==> src/rtl/wb_port_arbiter.sv <==
// wb_port_arbiter: shares one register-file write port between the pipeline
// write-back stage and a 2-entry aux queue; optional WB_ARB_STARVE_EN.
module wb_port_arbiter #(
    parameter int unsigned STARVE_LIMIT = 4
) (
    input  logic        clk,
    input  logic        rst_n,
    input  logic        pipe_wr_en,
    input  logic [2:0]  pipe_wr_reg,
    input  logic [15:0] pipe_wr_data,
    input  logic        aux_valid,
    output logic        aux_ready,
    input  logic [2:0]  aux_wr_reg,
    input  logic [15:0] aux_wr_data,
    output logic        rf_wr_en,
    output logic [2:0]  rf_wr_reg,
    output logic [15:0] rf_wr_data,
    output logic        pipe_stall,
    output logic        aux_squash
);

    typedef struct packed {
        logic [2:0]  rd;
        logic [15:0] data;
    } aux_ent_t;

    aux_ent_t   q_mem [2];
    aux_ent_t   head;
    aux_ent_t   in_ent;
    logic       rd_ptr;
    logic       wr_ptr;
    logic [1:0] q_cnt;
    logic [1:0] q_cnt_nxt;
    logic       q_empty;
    logic       q_full;
    logic       push;
    logic       pop;
    logic       pipe_gnt;
    logic       aux_gnt;
    logic       squash;

    assign q_empty   = (q_cnt == 2'd0);
    assign q_full    = (q_cnt == 2'd2);
    assign head      = q_mem[rd_ptr];
    assign in_ent    = '{rd: aux_wr_reg, data: aux_wr_data};
    assign aux_ready = rst_n && !q_full;
    assign push      = aux_valid && aux_ready;
    assign pop       = aux_gnt || squash;
    assign aux_squash = squash;

    // Grant: pipeline first unless stalled; a freshly pushed entry waits a cycle
    always_comb begin
        pipe_gnt = 1'b0;
        aux_gnt  = 1'b0;
        squash   = 1'b0;
        if (rst_n) begin
            pipe_gnt = pipe_wr_en && !pipe_stall;
            aux_gnt  = !pipe_gnt && !q_empty;
            squash   = pipe_gnt && !q_empty &&
                       (pipe_wr_reg == head.rd);
        end
    end

    // Write-port mux; address and data read as zero when idle
    always_comb begin
        rf_wr_en   = 1'b0;
        rf_wr_reg  = 3'd0;
        rf_wr_data = 16'd0;
        unique case (1'b1)
            pipe_gnt: begin
                rf_wr_en   = 1'b1;
                rf_wr_reg  = pipe_wr_reg;
                rf_wr_data = pipe_wr_data;
            end
            aux_gnt: begin
                rf_wr_en   = 1'b1;
                rf_wr_reg  = head.rd;
                rf_wr_data = head.data;
            end
            default: ;
        endcase
    end

    // Occupancy after this edge
    always_comb begin
        q_cnt_nxt = q_cnt;
        unique case ({push, pop})
            2'b10:   q_cnt_nxt = q_cnt + 2'd1;
            2'b01:   q_cnt_nxt = q_cnt - 2'd1;
            default: q_cnt_nxt = q_cnt;
        endcase
    end

    // Aux FIFO storage and pointers
    always_ff @(posedge clk or negedge rst_n) begin
        if (!rst_n) begin
            q_cnt    <= 2'd0;
            rd_ptr   <= 1'b0;
            wr_ptr   <= 1'b0;
            q_mem[0] <= '0;
            q_mem[1] <= '0;
        end else begin
            q_cnt <= q_cnt_nxt;
            if (push) begin
                q_mem[wr_ptr] <= in_ent;
                wr_ptr        <= !wr_ptr;
            end
            if (pop) begin
                rd_ptr <= !rd_ptr;
            end
        end
    end

`ifdef WB_ARB_STARVE_EN
    logic [3:0] starve_cnt;
    logic [3:0] starve_inc;
    logic       starve_hit;
    logic       stall_q;

    assign starve_inc = starve_cnt + 4'd1;
    assign starve_hit = !q_empty && pipe_gnt && !squash &&
                        (starve_inc == 4'(STARVE_LIMIT));
    assign pipe_stall = stall_q;

    // Count pipeline wins over a waiting head; force a one-cycle stall at the limit
    always_ff @(posedge clk or negedge rst_n) begin
        if (!rst_n) begin
            starve_cnt <= 4'd0;
            stall_q    <= 1'b0;
        end else begin
            stall_q <= starve_hit && (q_cnt_nxt != 2'd0);
            if (q_empty || aux_gnt || squash || starve_hit) begin
                starve_cnt <= 4'd0;
            end else if (pipe_gnt) begin
                starve_cnt <= starve_inc;
            end
        end
    end
`else
    logic [3:0] unused_limit;

    assign unused_limit = 4'(STARVE_LIMIT);
    assign pipe_stall   = 1'b0;
`endif

endmodule

==> config.mk <==
export PLATFORM = sky130hd
export DESIGN_NAME = wb_port_arbiter
export DESIGN_NICKNAME = d
export VERILOG_FILES = /design/src/rtl/wb_port_arbiter.sv
export SDC_FILE = /design/constraint.sdc
export NUM_CORES = 1
export LEC_CHECK = 0
export BUFFER_PORTS_ARGS = -buffer_cell sky130_fd_sc_hd__buf_4
export CAP_MARGIN = 0
export CORE_UTILIZATION = 50
export DETAILED_ROUTE_END_ITERATION = 16
export PLACE_DENSITY = 0.78
export SYNTH_ARGS = -nofsm -noshare
export SYNTH_HDL_FRONTEND = slang
export SYNTH_SLANG_ARGS = --single-unit
==> constraint.sdc <==
create_clock -name clk -period 2.65 [get_ports clk]
set_input_delay 0.53 -clock clk [delete_from_list [all_inputs] [get_ports clk]]
set_output_delay 0.53 -clock clk [all_outputs]
set_load 0.01 [all_outputs]
# Word-level counts from Yosys, hierarchy flattened
# Index checks and enable logic that the tools add are counted.
# classes
addsub	2
order_cmp	3
eq_ne	4
mux	13
n_bitwise	2
n_reduce_logical	15
# op_table
op	count
$mux W19	4
$bwmux W38	1
$pmux W16 S2	1
$demux W19 S1	1
$logic_and A1 B1 Y1	6
$pmux W3 S2	1
$logic_not A1 Y1	5
$eq A2 B2 Y1 const B	2
$ge A2 B2 Y1 const B	2
$mux W1	4
$not A1 Y2	2
$pmux W2 S2	1
$eq A3 B3 Y1	1
$add A2 B1 Y2 const B	1
$eq A2 B1 Y1 const B	1
$logic_not A2 Y1	1
$lt A2 B1 Y1 const B	1
$reduce_bool A2 Y1	1
$reduce_or A2 Y1	1
$sub A2 B1 Y2 const B	1
$logic_or A1 B1 Y1	1
# totals
regBits	42
in_bits	42
out_inout_bits	23
word_cells	46

# Logic depth before layout (Yosys ltp)
# depth
depth_word	10
mapped_depth	8
ltp_nobuf	7

# Worst setup path before layout
# OpenSTA, ideal clock, no wires.
# synth_timing
path_kind	input to output
from	in rst_n
to	out rf_wr_data[0]
t_arrival_ns	1.407
required_ns	2.120
path_slack_ns	0.713
path_stages	5
n_path_buf	2
cell_sequence	and2_1 -> clkbuf_1 -> clkbuf_1 -> nand2_1 -> o21ai_1
# synth_between
elab_chain_cells	2
elab_cells_between_ends	3
cone_classes	3 x mux
# synth_lines
element	line_no	text
from (decl)	7	input logic rst_n,
$mux W1	56	if (rst_n) begin
$pmux W16 S2 (*)	69	unique case (1'b1)
to (decl)	17	output logic [15:0] rf_wr_data,
# Mark *: on every way between the ends. The rest lies on a longest branch, timed or not.

# Final worst setup path
# layout_timing
from	reg rd_ptr
to	out aux_squash
# layout_between
elab_chain_cells	7
# layout_lines
element	line_no	text
from (decl)	30	logic rd_ptr;
from (signal assigned)	109	rd_ptr <= !rd_ptr;
$not A1 Y2 (not written as such)	44	assign head = q_mem[rd_ptr];
$mux W19 (not written as such) (3 in a row)	44	
$eq A3 B3 Y1	60	(pipe_wr_reg == head.rd);
$logic_and A1 B1 Y1	59	squash = pipe_gnt && !q_empty &&
$mux W1	56	
to (decl)	19	output logic aux_squash
# No other way between the ends. The select of a mux whose other input is x is not followed.

==> results_dict.tcl <==
set metrics [dict create \
    status "completed" \
    post-cts-setup-buffers 0 \
    fin_crit_ps 2430 \
    cts_resized 0 \
    instances_no_fill 288 \
    die_w_um 66.9 \
    setup_violations 0 \
    cts_buffers 5 \
    first_iter_violations 34 \
    cp.required_ps 2120 \
    htreeDepth 2 \
    critPathLaunchType "register" \
    root_buffer "clkbuf_8" \
    grt_pass1_wl_um 7000 \
    dieArea_um2 4480 \
    ys_ff_latch 42 \
    wirelength_um 4300 \
    yosys_warnings 0 \
    final_common_cell "buf_4" \
    place.gp.congestion 0.719 \
    cp_max_fo 7 \
    whs_ps 80.0 \
    synth_edf_count 0 \
    synth_area_um2 2110 \
    num_antenna_cells 0 \
    first_global_vias 1523 \
    final_nets 280 \
    initial_utilization_pct 52.3 \
    dp_hpwl_um 3120 \
    clock_latency_ps 280 \
    hold_viol 0 \
    synth_fp_nets 212 \
    ios 65 \
    max_slew_margin_pct 54.0 \
    clk_pin_slew_worst_paths_ps 80 \
    drv_slew 0 \
    async_flop_share_pct 100 \
    grt_overflow 0 \
    netlist_instances 169 \
    max_freq_mhz 411 \
    core_area_um2 4030 \
    vias_per_cell 5.30 \
    synth_top_cell_area_share_pct 49.9 \
    final.setup_skew_ps 3.10 \
    worst_pin_slew_ps 686 \
    cp.arrival_ps 1900 \
    grt_max_degree 20 \
    cellPowerDensity_nw_per_um2 969 \
    p_leak_nw 1.29 \
    portBuffers 63 \
    synth_area_leaders "dfrtp_1, mux2_1, mux2i_1, o21ai_1, nand2_1" \
    hold_class "in2async" \
    synth_seq_area_share_pct 49.9 \
    cts_buffer_depth 2 \
    final_cell_mix "buf_4, dfrtp_1, mux2_1" \
    ir_drop_uv 489 \
    dp_slack_ps 481 \
    path_class "reg2out" \
    syn_area_per_cell_um2 12.5 \
    drive_above_1_share_pct 34.0 \
    grt_use_total_pct 21.7 \
    p_total_w 0.00265 \
    holdBufCountCts 0 \
    fin_tns_setup_ps 0 \
    drcViolationCount 0 \
    period_share_pct 91.9 \
    dp_cells 280 \
    cts.sinks 42 \
    syn_to_final_growth_pct 29.9 \
    num_vias 1525 \
    dr.pass1.iters 4 \
    fin_ws_ps 216 \
    cts_tree "done" \
    rsz0062_at_grt "no" \
    cp-end-kind "output pin" \
    wire_per_inst_um 14.9 \
    drv_cap 0 \
    yosysTopAreaCell "dfrtp_1" \
    ys.flop_type "dfrtp_1" \
    ant_nets 0 \
    rows 23 \
    synth.distinct_cells 26 \
    fp.dieH_um 66.9 \
    antenna_found_initial 0 \
]
## where the power goes
group,switching [W],internal [W]
Sequential,0.000222,0.000969
Clock,0.000210,0.000186
Combinational,0.000481,0.000584
Total,0.000913,0.00174
## area by class of cell
cell class / instances / area [µm²]
tap: 50 / 62.6
multi-input combinational: 117 / 995
clock inverter: 2 / 13.8
inverter: 1 / 3.75
clock buffer: 6 / 72.6
fill: 318 / 1290
timing repair buffer: 70 / 538
sequential: 42 / 1050
## synth_stat cells, types with 2 or more instances
library cell / number
o21ai_1: 19
buf_4: 2
clkbuf_1: 4
and2_1: 2
mux2i_1: 18
xor2_1: 2
nand2_1: 19
dfrtp_1: 42
mux2_1: 38
buf_6: 2
xnor2_1: 6
## registers in the layout (all words and copies together) (netlist names)
name    cells
q_mem      38
q_cnt       2
rd_ptr      1
wr_ptr      1
## layer usage
layer	vias up	global-route usage (%)	part of all wire (%)
met5	-	0	0
met4	0	7.98	0.91
met3	4	6.34	4.3
met2	42	37.1	52
met1	751	25.6	43
li1	728	-	-
## metrics by stage
stage | cell area (µm²) | utilization [%]
detailed placement | 2650 | 65.8
global route | 2740 | 67.9
finish | 2740 | 67.9
global placement | 2650 | 65.8
floorplan | 2110 | -
CTS | 2740 | 67.9
## path summary, 6_finish.rpt
| check | slack (ps) | endpoint | from | cells after the start |
|---|---|---|---|---|
| hold / removal | 80 | q_mem[27]$_DFFE_PN0P_ | rst_n | 1 |
| setup / recovery | 220 | aux_squash | rd_ptr$_DFFE_PN0P_ | 4 |
| setup reg to reg | 510 | q_cnt[1]$_DFFE_PN0P_ | rd_ptr$_DFFE_PN0P_ | 6 |
| min in group clk | 460 | q_mem[8]$_DFFE_PN0P_ | aux_wr_data[8] | 2 |
| hold reg to reg | 490 | q_mem[19]$_DFFE_PN0P_ | q_mem[19]$_DFFE_PN0P_ | 1 |
| max in group asynchronous | 2110 | q_mem[16]$_DFFE_PN0P_ | rst_n | 2 |
## critical path, cell delays in order (launching register included)
cell and delay [ps]:
dfrtp_1 620, mux2i_1 320, xnor2_1 150, nor4_1 340, buf_4 180
## cell families (layout without fill, tap and decap cells)
| family | count (synthesis) | count (layout) | synth area share, % |
|---|---|---|---|
| multiplexers | 57 | 57 | 29.9 |
| flip-flops | 42 | 42 | 49.9 |
| AND/OR/NAND/NOR | 27 | 27 | 6.35 |
| AO/OA/AOI/OAI | 23 | 23 | 6.83 |
| buffers and inverters | 10 | 79 | 2.91 |
| XOR/XNOR | 8 | 8 | 3.33 |
| adder cells (fa/ha/maj) | 1 | 1 | 0.594 |
| other | 1 | 1 | 0.178 |
Power figures use the tool's default switching activity.
